### src/rtl/sprite_fetch_arbiter.sv
// rtl/sprite_fetch_arbiter.sv - round-robin arbiter sharing one palette-index ROM port among four layer fetchers
// Tags each granted read through the fixed ROM latency and routes the returned byte to its requester.
module sprite_fetch_arbiter #(
    parameter int AW     = 19,
    parameter int RD_LAT = 2,
    parameter int NREQ   = 4
) (
    input  logic                 Clk,
    input  logic                 Reset,
    input  logic [NREQ-1:0]      req,
    input  logic [NREQ*AW-1:0]   req_addr,
    input  logic                 mem_busy,
    output logic [NREQ-1:0]      gnt,
    output logic                 mem_rd,
    output logic [AW-1:0]        mem_addr,
    input  logic [7:0]           mem_rdata,
    output logic [NREQ-1:0]      rsp_valid,
    output logic [7:0]           rsp_data,
    output logic [NREQ-1:0]      pending
);

    logic [NREQ-1:0]         gnt_q, gnt_d;
    logic [1:0]              gnt_id_q, gnt_id_d;
    logic                    mem_rd_q, mem_rd_d;
    logic [AW-1:0]           mem_addr_q, mem_addr_d;
    logic [1:0]              ptr_q, ptr_d;
    logic [RD_LAT-1:0]       tv_q, tv_d;
    logic [RD_LAT-1:0][1:0]  tid_q, tid_d;
    logic [NREQ-1:0]         rsp_valid_q, rsp_valid_d;
    logic [7:0]              rsp_data_q, rsp_data_d;
    logic [NREQ-1:0]         pending_q, pending_d;

    logic [NREQ-1:0]         eligible;
    logic                    found;
    logic                    grant;
    logic [1:0]              pick;

    always_comb begin
        eligible = req & ~pending_q & ~gnt_q;
        found    = 1'b0;
        pick     = ptr_q;
        for (int off = 0; off < NREQ; off++) begin
            if (!found && eligible[ptr_q + 2'(off)]) begin
                found = 1'b1;
                pick  = ptr_q + 2'(off);
            end
        end
        grant = found & ~mem_busy;

        gnt_d      = grant ? (NREQ'(1) << pick) : '0;
        gnt_id_d   = pick;
        mem_rd_d   = grant;
        mem_addr_d = grant ? req_addr[int'(pick)*AW +: AW] : mem_addr_q;
        ptr_d      = grant ? pick + 2'd1 : ptr_q;

        // Stage 0 captures the read issued this cycle; older stages shift toward the ROM data return.
        tv_d     = '0;
        tid_d    = '0;
        tv_d[0]  = mem_rd_q;
        tid_d[0] = gnt_id_q;
        for (int i = 1; i < RD_LAT; i++) begin
            tv_d[i]  = tv_q[i-1];
            tid_d[i] = tid_q[i-1];
        end

        rsp_valid_d = tv_q[RD_LAT-1] ? (NREQ'(1) << tid_q[RD_LAT-1]) : '0;
        rsp_data_d  = tv_q[RD_LAT-1] ? mem_rdata : rsp_data_q;

        // Pending drops in the same cycle the response is presented.
        pending_d = (pending_q | gnt_q) & ~rsp_valid_d;
    end

    always_ff @(posedge Clk) begin
        if (Reset) begin
            gnt_q       <= '0;
            gnt_id_q    <= '0;
            mem_rd_q    <= 1'b0;
            mem_addr_q  <= '0;
            ptr_q       <= '0;
            tv_q        <= '0;
            tid_q       <= '0;
            rsp_valid_q <= '0;
            rsp_data_q  <= '0;
            pending_q   <= '0;
        end else begin
            gnt_q       <= gnt_d;
            gnt_id_q    <= gnt_id_d;
            mem_rd_q    <= mem_rd_d;
            mem_addr_q  <= mem_addr_d;
            ptr_q       <= ptr_d;
            tv_q        <= tv_d;
            tid_q       <= tid_d;
            rsp_valid_q <= rsp_valid_d;
            rsp_data_q  <= rsp_data_d;
            pending_q   <= pending_d;
        end
    end

    assign gnt       = gnt_q;
    assign mem_rd    = mem_rd_q;
    assign mem_addr  = mem_addr_q;
    assign rsp_valid = rsp_valid_q;
    assign rsp_data  = rsp_data_q;
    assign pending   = pending_q;

endmodule

### config.mk
export PLATFORM = sky130hd
export DESIGN_NAME = sprite_fetch_arbiter
export DESIGN_NICKNAME = d
export VERILOG_FILES = /design/src/rtl/sprite_fetch_arbiter.sv
export SDC_FILE = /design/constraint.sdc
export NUM_CORES = 1
export LEC_CHECK = 0
export CORE_MARGIN = 4
export CORE_UTILIZATION = 35
export CTS_BUF_LIST = sky130_fd_sc_hd__clkbuf_16
export DETAILED_ROUTE_END_ITERATION = 8
export GPL_ROUTABILITY_DRIVEN = 0
export HOLD_SLACK_MARGIN = 0.05
export MAX_ROUTING_LAYER = met4
export PLACE_DENSITY_LB_ADDON = 0.3
export RECOVER_POWER = 50
export SLEW_MARGIN = 25
export SYNTH_ARGS = -nofsm -noshare
export SYNTH_HDL_FRONTEND = slang
export SYNTH_SLANG_ARGS = --single-unit
### constraint.sdc
create_clock -name Clk -period 4.16 [get_ports Clk]
set_input_delay 0.832 -clock Clk [delete_from_list [all_inputs] [get_ports Clk]]
set_output_delay 0.832 -clock Clk [all_outputs]
set_load 0.01 [all_outputs]
### Word level (Yosys, flattened, before mapping)

Cells that the tools add are included.

| word-level totals | value |
|---|---|
| output and inout port bits | 40 |
| register bits after elaboration | 50 |
| input bits | 91 |

| operators by class | value |
|---|---|
| multiply operators | 1 |
| shift operators | 3 |
| magnitude comparators | 4 |
| bitwise gates (word level) | 10 |
| add/subtract/negate cells | 4 |
| reduce and logical (&&, ||, !) cells | 7 |
| mux-type cells | 16 |

Operator list:

| cell | count |
|---|---|
| $shiftx A76 B8 Y19 | 1 |
| $and A4 B4 Y4 | 3 |
| $lt A2 B3 Y1 const B | 4 |
| $not A4 Y4 | 3 |
| $bmux W1 S2 | 4 |
| $mux W1 | 8 |
| $shl A1 B2 Y4 const A | 2 |
| $mul A2 B5 Y7 const B | 1 |
| $mux W2 | 3 |
| $add A2 B1 Y2 const B | 2 |
| $add A2 B2 Y2 const B | 2 |
| $mux W4 | 1 |
| $or A4 B4 Y4 | 1 |
| $logic_and A1 B1 Y1 | 3 |
| $logic_not A1 Y1 | 3 |
| $not A1 Y1 | 2 |
| $reduce_or A2 Y1 | 1 |
| $and A1 B1 Y1 | 1 |

### Longest topological paths before layout

Gate-level depths: netlist (run 1).

| depth | value |
|---|---|
| depth in word-level cells | 18 |
| gate-level depth with buffers | 8 |
| gate-level depth less buffers | 5 |

### Worst setup path before layout (run 1)

OpenSTA, ideal clock, no wires.

| timing | value |
|---|---|
| kind | in2reg |
| from | input req[0] |
| to | register mem_addr_q[10], in the netlist mem_addr[10] |
| setup slack | 1882 ps |
| arrival time | 2205 ps |
| path buffers | 2 |
| stages on the path | 7 |
| setup time | 73 ps |
| path through | or3b_1 buf_6 a41o_1 a211oi_2 buf_4 a21bo_1 o211ai_2 |

| on the way | value |
|---|---|
| word-level cells in the longest chain between the ends | 16 |
| elaborated cells on any way between the ends | 26 |
| those cells by class | mul: 1; shift: 1; mux: 15; bitwise: 3; reduce/logical: 6 |

Ends and longest elaborated chain:

| item | RTL line | RTL |
|---|---|---|
| start: declaration | 10 | `input logic [NREQ-1:0] req,` |
| $and A4 B4 Y4 * (2 in a row) | 39 | `eligible = req & ~pending_q & ~gnt_q;` |
| $bmux W1 S2 | 43 | `if (!found && eligible[ptr_q + 2'(off)]) begin` |
| $mux W1 (not written as such) | 43 |  |
| $mux W1 | 43 |  |
| $logic_not A1 Y1 | 43 |  |
| $logic_and A1 B1 Y1 | 43 |  |
| $mux W1 | 43 |  |
| $logic_not A1 Y1 | 43 |  |
| $logic_and A1 B1 Y1 | 43 |  |
| $mux W1 | 43 |  |
| $logic_not A1 Y1 | 43 |  |
| $logic_and A1 B1 Y1 | 43 |  |
| $mux W2 | 43 |  |
| $mul A2 B5 Y7 | 53 | `mem_addr_d = grant ? req_addr[int'(pick)*AW +: AW] : mem_addr_q;` |
| $shiftx A76 B8 Y19 | 53 |  |
| end signal: assignment | 89 | `mem_addr_q <= mem_addr_d;` |
| end: declaration | 25 | `logic [AW-1:0] mem_addr_q, mem_addr_d;` |

Every way passes the cells marked *; elsewhere a longest branch is shown, timed or not. The select of a mux whose other input is x is not followed.
A chain may end at the register's enable or synchronous reset.

==> impl_metrics.yaml, run 1 <==
global_route:
  grt-ovfl-total: 0
  antenna_found_initial: 0
  track_usage: 0.181
  grt_start_max_net_pins: 26
  grt_pass1_vias: 2620
  grt_pass1_wl_um: 12600
placed_design:
  dp_hpwl_um: 5900
  placed_area_um2: 3990
  port_buffers: 130
  pre_cts_ws_ns: 0.832
yosys:
  yosys-top-cells-area: "dfxtp_1 (38%), mux2i_1 (10%), o211ai_2 (9.0%), a21bo_1 (6.8%), o31ai_1 (5.4%)"
  ys_seq_area_frac: 0.379
  synth-simple-area-share: 0.184
  synth_fp_nets: 360
  async_reset_ff_frac: 0
  synth_top_family_by_area: "compound AO/OA/AOI/OAI gates"
  yosys_most_used_dff: "dfxtp_1"
  ys_types: 44
  synthCells: 269
  muxShareOfSynthArea: 0.102
  synth.top_cell.area_share: 0.379
  yosysWarnings: 0
  syn_avg_cell_area_um2: 9.82
  synth_fa_ha_area_frac: 0
  synth_compound_area_frac: 0.277
  yosys_register_bits: 50
  synth_edf_count: 0
  synth-xor-area-share: 0.00331
  synth_area_um2: 2640
  yosysTopAreaCell: "dfxtp_1"
finish:
  syn2layout_area_growth_pct: 57.1
  diodes: 0
  finish.instance_area_um2: 4150
  n_fill_cell: 683
  final_core_util: 0.569
  drive_gt1_frac: 0.113
  fin_nets: 478
  final_cell_mix: "clkdlybuf4s50_1 (106), dfxtp_1 (50), mux2i_1 (27), dlygate4sd3_1 (24), nand2_1 (21)"
  final_common_cell: "clkdlybuf4s50_1"
drt:
  post-route-drc-count: 0
  wl_um: 7920
  drtIter0Drc: 57
  drt-vias-per-instance: 5.17
  antenna_left: 0
  avgRoutedWirePerCell_um: 16.3
  firstDrtPassIters: 4
  vias: 2518
clock_tree:
  root_buffer: "clkbuf_16"
  h-tree-depth: 2
  cts_buffer_depth: 2
  cts_hold_buf: 0
  cts.sinks: 50
  post_cts_buffers: 0
  cts_tree: "done"
  worst_skew_pair.late_latency_ns: 0.29
  path_clk_slew_ns: 0.07
  cts_resized: 0
  numCtsBuffers: 5
worst_hold_path:
  hold_path.class: "reg -> reg"
  min_from: "gnt_id_q[0]$_SDFF_PP0_"
  hold_depth: 1
  worstHoldEndpoint: "tid_d[2]$_SDFF_PP0_"
pwr:
  irDropWorstVdd_mv: 0.207
  power_density_nw_per_um2: 363
  leakage_nw: 1.64
sta:
  relSlewSlack: 0.215
  slew_viol_final: 0
  finalSetupViolCount: 0
  worst_slack_ns: 1.05
  fmax_mhz: 321
  hold_viol_final: 0
  finClkSkew_ns: 0.00725
  timing.setup.tns_ns: 0
  tightest_slew_ns: 1.18
  period_share: 0.749
  rsz0062_at_grt: "false"
  layout_min_cycle_time_ns: 3.11
worst_setup_path:
  ff2ff_setup_slack_ns: 1.80
  setup.worst_path.start_class: "primary input"
  arrival_ns: 3.33
  path_class: "in -> reg"
  end_kind: "flop"
  rr_startpoint: "pending[3]$_SDFF_PP0_"
  critPathRequiredTime_ns: 4.38
  reg2regPathDepth: 7
  path_max_fanout: 25
  worstReg2RegEnd: "mem_addr[17]$_SDFFE_PP0P_"
die:
  core_area_um2: 7290
  io_pins: 131
  die_x_um: 94.9
  die_h_um: 94.9
  die-area_um2: 9000
  start_util: 0.362
  rows: 31
job:
  maxCapViolCount: 0
run_status:
  outcome: "finished, final reports clean"
-- state kept, by name, indices dropped and copies added (netlist names) --
name	count
mem_rd	1
tid_d	2
gnt	4
tv_q	2
ptr_q	2
tid_q	2
gnt_id_q	2
mem_addr	19
rsp_data	8
pending	4
rsp_valid	4
-- metal layers --
metal	vias up	GRT usage	part of all wire
li1	1245	-	-
met1	1190	0.213	0.43
met2	74	0.314	0.51
met3	9	0.0343	0.049
met4	0	0.0553	0.014
met5	-	-	0
-- metrics by stage --
step | hold slack [ns] | cells | total power [mW]
after floorplan | 0.414 | 269 | 0.847
after global placement | 0.417 | 479 | 1.05
after detailed placement | 0.420 | 479 | 1.06
after CTS | 0.436 | 487 | 1.53
after global routing | 0.464 | 487 | 1.58
final | 0.431 | 487 | 1.51
-- cell type report --
cell class / instances / area [um2] / area share
clock inverters: 3 / 45.0 / 0.0108
repair buffers: 136 / 1340 / 0.323
multi-input cells: 191 / 1500 / 0.362
clock buffers: 5 / 125 / 0.0301
inverters: 3 / 11.3 / 0.00271
flip-flops and latches: 50 / 1000 / 0.241
well taps: 99 / 124 / 0.0298
-- power breakdown --
group / total [mW] / internal (mW) / switching [mW]
clock: 0.465 / 0.284 / 0.182
sequential: 0.561 / 0.528 / 0.0329
combinational: 0.480 / 0.257 / 0.223
-- cell usage after synthesis (2+ instances only) --
library cell and instances:
nor4b_1 2, buf_6 3, nor3b_1 4, buf_4 2, mux2i_1 27, a311oi_1 2
nand2_1 21, buf_2 8, inv_1 3, clkbuf_1 11, nor3_1 5, o211ai_2 19
a21bo_1 18, o31ai_1 19, and2_1 2, nand4_1 19, a211oi_1 2, nor2b_1 7
nor2_1 19, o221ai_1 2, dfxtp_1 50, or3b_1 2
-- worst max-delay path by stage --
stage / startpoint / endpoint / slack, ns / cells past startpoint
2_1_floorplan: req[0] / mem_addr[10]$_SDFFE_PP0P_ / 1.88 / 7
3_3_place_gp: req[3] / mem_addr[9]$_SDFFE_PP0P_ / 0.96 / 8
3_5_place_dp: req[3] / mem_addr[17]$_SDFFE_PP0P_ / 0.83 / 8
4_1_cts: req[3] / mem_addr[17]$_SDFFE_PP0P_ / 1.13 / 8
5_1_grt: Reset / mem_addr[5]$_SDFFE_PP0P_ / 0.92 / 8
6_report: Reset / mem_addr[1]$_SDFFE_PP0P_ / 1.05 / 8
-- kinds of logic (layout without fill, tap and decap cells) --
group | Yosys count | after routing
simple gates | 89 | 89
xor+xnor | 1 | 1
flops | 50 | 50
buf+inv | 28 | 147
compound gates | 74 | 74
mux | 27 | 27
-- worst max-delay path: stages --
cell and delay (ns):
dlygate4sd3_1 0.53, clkbuf_1 0.48, or2_2 0.47, a41o_1 0.23, a211oi_2 0.19, buf_4 0.26, a21bo_2 0.26, o211ai_2 0.06
Power figures use the tool's default switching activity.
==> inputs of run 2 (changes only) <==
==> constraint.sdc (replaced) <==
create_clock -name Clk -period 2.68 [get_ports Clk]
set_input_delay 0.536 -clock Clk [delete_from_list [all_inputs] [get_ports Clk]]
set_output_delay 0.536 -clock Clk [all_outputs]
set_load 0.01 [all_outputs]
==> impl_metrics.yaml, run 2 (synthesis results as in run 1) <==
run_status:
  outcome: "finished, final reports clean"
worst_setup_path:
  setup.worst_path.start_class: "primary input"
  reg2regPathDepth: 6
  rr_startpoint: "pending[3]$_SDFF_PP0_"
  path_max_fanout: 13
  critPathRequiredTime_ns: 2.90
  startpoint: "req[0]"
  worstReg2RegEnd: "mem_addr[3]$_SDFFE_PP0P_"
  path_class: "in -> reg"
  ff2ff_setup_slack_ns: 0.68
  end_kind: "flop"
  arrival_ns: 2.62
  cp-endpoint: "mem_addr[3]$_SDFFE_PP0P_"
sta:
  relSlewSlack: 0.311
  rsz0062_at_grt: "false"
  fmax_mhz: 417
  slew_viol_final: 0
  period_share: 0.895
  worst_slack_ns: 0.282
  tightest_slew_ns: 1.03
  layout_min_cycle_time_ns: 2.40
  finClkSkew_ns: 0.00536
  hold_viol_final: 0
  whs_ns: 0.435
  timing.setup.tns_ns: 0
  finalSetupViolCount: 0
clock_tree:
  path_clk_slew_ns: 0.07
  post_cts_buffers: 0
  h-tree-depth: 2
  numCtsBuffers: 5
  cts_hold_buf: 0
  cts.sinks: 50
  root_buffer: "clkbuf_16"
  cts_tree: "done"
  worst_skew_pair.late_latency_ns: 0.29
  cts_buffer_depth: 2
  cts_resized: 0
pwr:
  finalPower_mw: 2.32
  irDropWorstVdd_mv: 0.307
  leakage_nw: 1.68
  power_density_nw_per_um2: 551
die:
  die-area_um2: 9000
  rows: 31
  die_x_um: 94.9
  io_pins: 131
  start_util: 0.362
  die_h_um: 94.9
  core_area_um2: 7290
drt:
  drtIter0Drc: 102
  avgRoutedWirePerCell_um: 16.3
  drt-vias-per-instance: 5.17
  antenna_left: 0
  post-route-drc-count: 0
  vias: 2543
  firstDrtPassIters: 4
  wl_um: 8000
worst_hold_path:
  hold_path.class: "reg -> reg"
  hold_depth: 1
global_route:
  grt_start_max_net_pins: 25
  grt_pass1_wl_um: 12300
  grt_pass1_vias: 2535
  antenna_found_initial: 0
  grt-ovfl-total: 0
  track_usage: 0.179
finish:
  final_cell_mix: "clkdlybuf4s50_1 (107), dfxtp_1 (50), mux2i_1 (27), dlygate4sd3_1 (23), nand2_1 (21)"
  largest_reg_flops: 19
  diodes: 0
  fin_nets: 483
  syn2layout_area_growth_pct: 59.4
  final_common_cell: "clkdlybuf4s50_1"
  drive_gt1_frac: 0.125
placed_design:
  dp_hpwl_um: 6000
  port_buffers: 130
  pre_cts_ws_ns: 0.0562
job:
  maxCapViolCount: 0
==> run 2: cell types whose count changed in the layout (fill, tap and decap cells not counted), sizes merged <==
cell and delta:
buf +5, bufinv -1, clkdlybuf4s50 +1, clkinv +1
clkinvlp -2, dlygate4sd3 -1, inv +2
==> run 2: how the worst min path moves through the flow <==
stage                            from             endpoint  slack [ns]
3_3_place_gp   gnt_id_q[0]$_SDFF_PP0_  tid_d[2]$_SDFF_PP0_        0.42
3_5_place_dp      tid_d[3]$_SDFF_PP0_  tid_q[3]$_SDFF_PP0_        0.42
4_1_cts           tid_d[3]$_SDFF_PP0_  tid_q[3]$_SDFF_PP0_        0.44
5_1_grt            tv_q[0]$_SDFF_PP0_   tv_q[1]$_SDFF_PP0_        0.46
2_1_floorplan  gnt_id_q[0]$_SDFF_PP0_  tid_d[2]$_SDFF_PP0_        0.41
6_report          tid_d[3]$_SDFF_PP0_  tid_q[3]$_SDFF_PP0_        0.44
==> run 2: report_power, final <==
group | total (mW) | internal, mW | switching [mW]
logic | 0.798 | 0.431 | 0.367
registers | 0.872 | 0.819 | 0.0522
clock network | 0.653 | 0.358 | 0.295
total | 2.32 | 1.61 | 0.714
==> run 2: layout make-up <==
class                           instances  area, um2
Fill cell                             669       3080
Clock buffer                            5        125
Inverter                                3       11.3
Multi-Input combinational cell        191       1500
Clock inverter                          3       28.8
Timing Repair Buffer                  141       1420
Sequential cell                        50       1000
Tap cell                               99        124
==> run 2: critical path, cell delays in order <==
cell           delay, ns
dlygate4sd3_1       0.52
or3b_1              0.48
a41o_1              0.32
a211oi_2            0.24
buf_4               0.22
a21bo_1             0.24
o211ai_2            0.06
==> run 2: metal layers <==
layer / up-vias / part of all wire / track usage
li1: 1257 / - / -
met3: 9 / 0.063 / 0.0382
met5: - / 0 / -
met2: 84 / 0.51 / 0.299
met4: 0 / 0.0085 / 0.0469
met1: 1193 / 0.42 / 0.220
==> run 2: metrics by stage <==
| stage | utilization | cells | area (um2) |
|---|---|---|---|
| after global placement | 0.557 | 484 | 4060 |
| after detailed placement | 0.557 | 484 | 4060 |
| after floorplan | - | 269 | 2640 |
| after CTS | 0.578 | 492 | 4220 |
| final | 0.578 | 492 | 4210 |
| after global routing | 0.578 | 492 | 4210 |
==> inputs of run 3 (changes only) <==
--- a/config.mk
+++ b/config.mk
@@ -14,6 +14,7 @@
 export MAX_ROUTING_LAYER = met4
 export PLACE_DENSITY_LB_ADDON = 0.3
 export RECOVER_POWER = 50
+export REMOVE_ABC_BUFFERS = 1
 export SLEW_MARGIN = 25
 export SYNTH_ARGS = -nofsm -noshare
 export SYNTH_HDL_FRONTEND = slang
==> impl_metrics.yaml, run 3 (synthesis results as in run 1) <==
clock_tree:
  cts.sinks: 50
  h-tree-depth: 2
  post_cts_buffers: 0
  numCtsBuffers: 5
  cts_tree: "done"
  path_clk_slew_ns: 0.07
  worst_skew_pair.late_latency_ns: 0.29
  root_buffer: "clkbuf_16"
  cts_buffer_depth: 2
  cts_hold_buf: 0
  cts_resized: 0
global_route:
  track_usage: 0.180
  antenna_found_initial: 0
  grt_start_max_net_pins: 25
  grt-ovfl-total: 0
  grt_pass1_wl_um: 12200
  grt_pass1_vias: 2595
drt:
  post-route-drc-count: 0
  drtIter0Drc: 116
  firstDrtPassIters: 4
  drt-vias-per-instance: 5.19
  antenna_left: 0
  wl_um: 7970
  avgRoutedWirePerCell_um: 16.1
  vias: 2564
run_status:
  outcome: "finished, final reports clean"
sta:
  relSlewSlack: 0.316
  finalSetupViolCount: 0
  finClkSkew_ns: 0.00345
  hold_viol_final: 0
  rsz0062_at_grt: "false"
  tightest_slew_ns: 1.03
  slew_viol_final: 0
  layout_min_cycle_time_ns: 2.33
  worst_slack_ns: 0.347
  period_share: 0.871
  fmax_mhz: 429
worst_setup_path:
  crit_slowest_cell: "or3b_1"
  reg2regPathDepth: 5
  ff2ff_setup_slack_ns: 0.71
  worstReg2RegEnd: "mem_addr[12]$_SDFFE_PP0P_"
  end_kind: "flop"
  path_max_fanout: 12
  rr_startpoint: "gnt[0]$_SDFF_PP0_"
  critPathRequiredTime_ns: 2.90
  crit_path_cell_trace: "clkdlybuf4s50_1, or3b_1, a41o_1, a211oi_2, buf_4, a21bo_2, o211ai_2"
  path_class: "in -> reg"
  arrival_ns: 2.55
  setup.worst_path.start_class: "primary input"
  cpPeakStageDelay_ns: 0.50
die:
  rows: 31
  die_h_um: 94.9
  io_pins: 131
  core_area_um2: 7290
  start_util: 0.362
  die_x_um: 94.9
  die-area_um2: 9000
worst_hold_path:
  min_from: "gnt_id_q[1]$_SDFF_PP0_"
  worstHoldEndpoint: "tid_d[3]$_SDFF_PP0_"
  hold_path.class: "reg -> reg"
  hold_depth: 1
placed_design:
  placed_area_um2: 4080
  pre_cts_ws_ns: 0.0452
  dp_hpwl_um: 6060
  port_buffers: 130
pwr:
  irDropWorstVdd_mv: 0.282
  pwr-share-clk: 0.276
  seqPwrFrac: 0.378
  intPower_mw: 1.61
  power_density_nw_per_um2: 546
  switchingPower_uw: 700
  power.share.switching: 0.303
  combPwrFrac: 0.346
  leakage_nw: 1.68
finish:
  drive_gt1_frac: 0.129
  multi_input_area_um2: 1500
  diodes: 0
  fin_nets: 485
  n_fill_cell: 662
  largest_reg_flops: 19
  final-seq-area_um2: 1000
  final_cell_mix: "clkdlybuf4s50_1 (107), dfxtp_1 (50), mux2i_1 (27), dlygate4sd3_1 (23), nand2_1 (21)"
  final_common_cell: "clkdlybuf4s50_1"
  finish.instance_area_um2: 4220
  syn2layout_area_growth_pct: 59.8
job:
  maxCapViolCount: 0
==> run 3: stage by stage <==
| stage | utilization | hold slack (ns) | power (mW) | TNS (ns) | cells |
|---|---|---|---|---|---|
| 3_5_place_dp | 0.559 | 0.424 | 1.70 | 0 | 486 |
| 2_1_floorplan | - | 0.414 | 1.28 | -24.32 | 244 |
| 4_1_cts | 0.580 | 0.440 | 2.34 | 0 | 494 |
| 5_1_grt | 0.579 | 0.462 | 2.42 | 0 | 494 |
| 3_3_place_gp | 0.559 | 0.418 | 1.69 | 0 | 486 |
| 6_report | 0.579 | 0.436 | 2.31 | 0 | 494 |
==> run 3: worst max path at each step <==
stage	start	endpoint	slack [ns]	cells after the start
2_1_floorplan	req[3]	ptr_q[1]$_SDFFE_PP0P_	-1.14	5
3_3_place_gp	req[0]	mem_addr[1]$_SDFFE_PP0P_	0.09	7
3_5_place_dp	req[0]	mem_addr[1]$_SDFFE_PP0P_	0.05	7
4_1_cts	req[0]	mem_addr[1]$_SDFFE_PP0P_	0.35	7
5_1_grt	Reset	mem_addr[14]$_SDFFE_PP0P_	0.20	5
6_report	req[0]	mem_addr[1]$_SDFFE_PP0P_	0.35	7
==> run 3: power by group through the flow <==
stage	Sequential, mW	Clock (mW)	Combinational, mW
finish	0.873	0.637	0.797
global route	0.882	0.684	0.858
CTS	0.875	0.650	0.815
detailed placement	0.890	0	0.814
global placement	0.888	0	0.801
floorplan	0.909	0	0.373
==> run 3: per-layer routing <==
| metal | part of all wire | vias up | track usage |
|---|---|---|---|
| li1 | - | 1256 | - |
| met1 | 0.42 | 1164 | 0.212 |
| met2 | 0.46 | 134 | 0.297 |
| met3 | 0.10 | 10 | 0.0510 |
| met4 | 0.016 | 0 | 0.0553 |
| met5 | 0 | - | - |
==> run 3: cell type report <==
class / count / share of cell area
Sequential cell: 50 / 0.237
Inverter: 3 / 0.00267
Clock buffer: 5 / 0.0296
Multi-Input combinational cell: 191 / 0.356
Tap cell: 99 / 0.0293
Clock inverter: 3 / 0.00593
Timing Repair Buffer: 143 / 0.339
==> run 3: worst max-delay path, delay by kind of cell <==
kind | cells | cell delay [ns]
buffers and inverters | 2 | 0.66
AOI/OAI and AO/OA | 4 | 0.84
and+or+nand+nor | 1 | 0.50
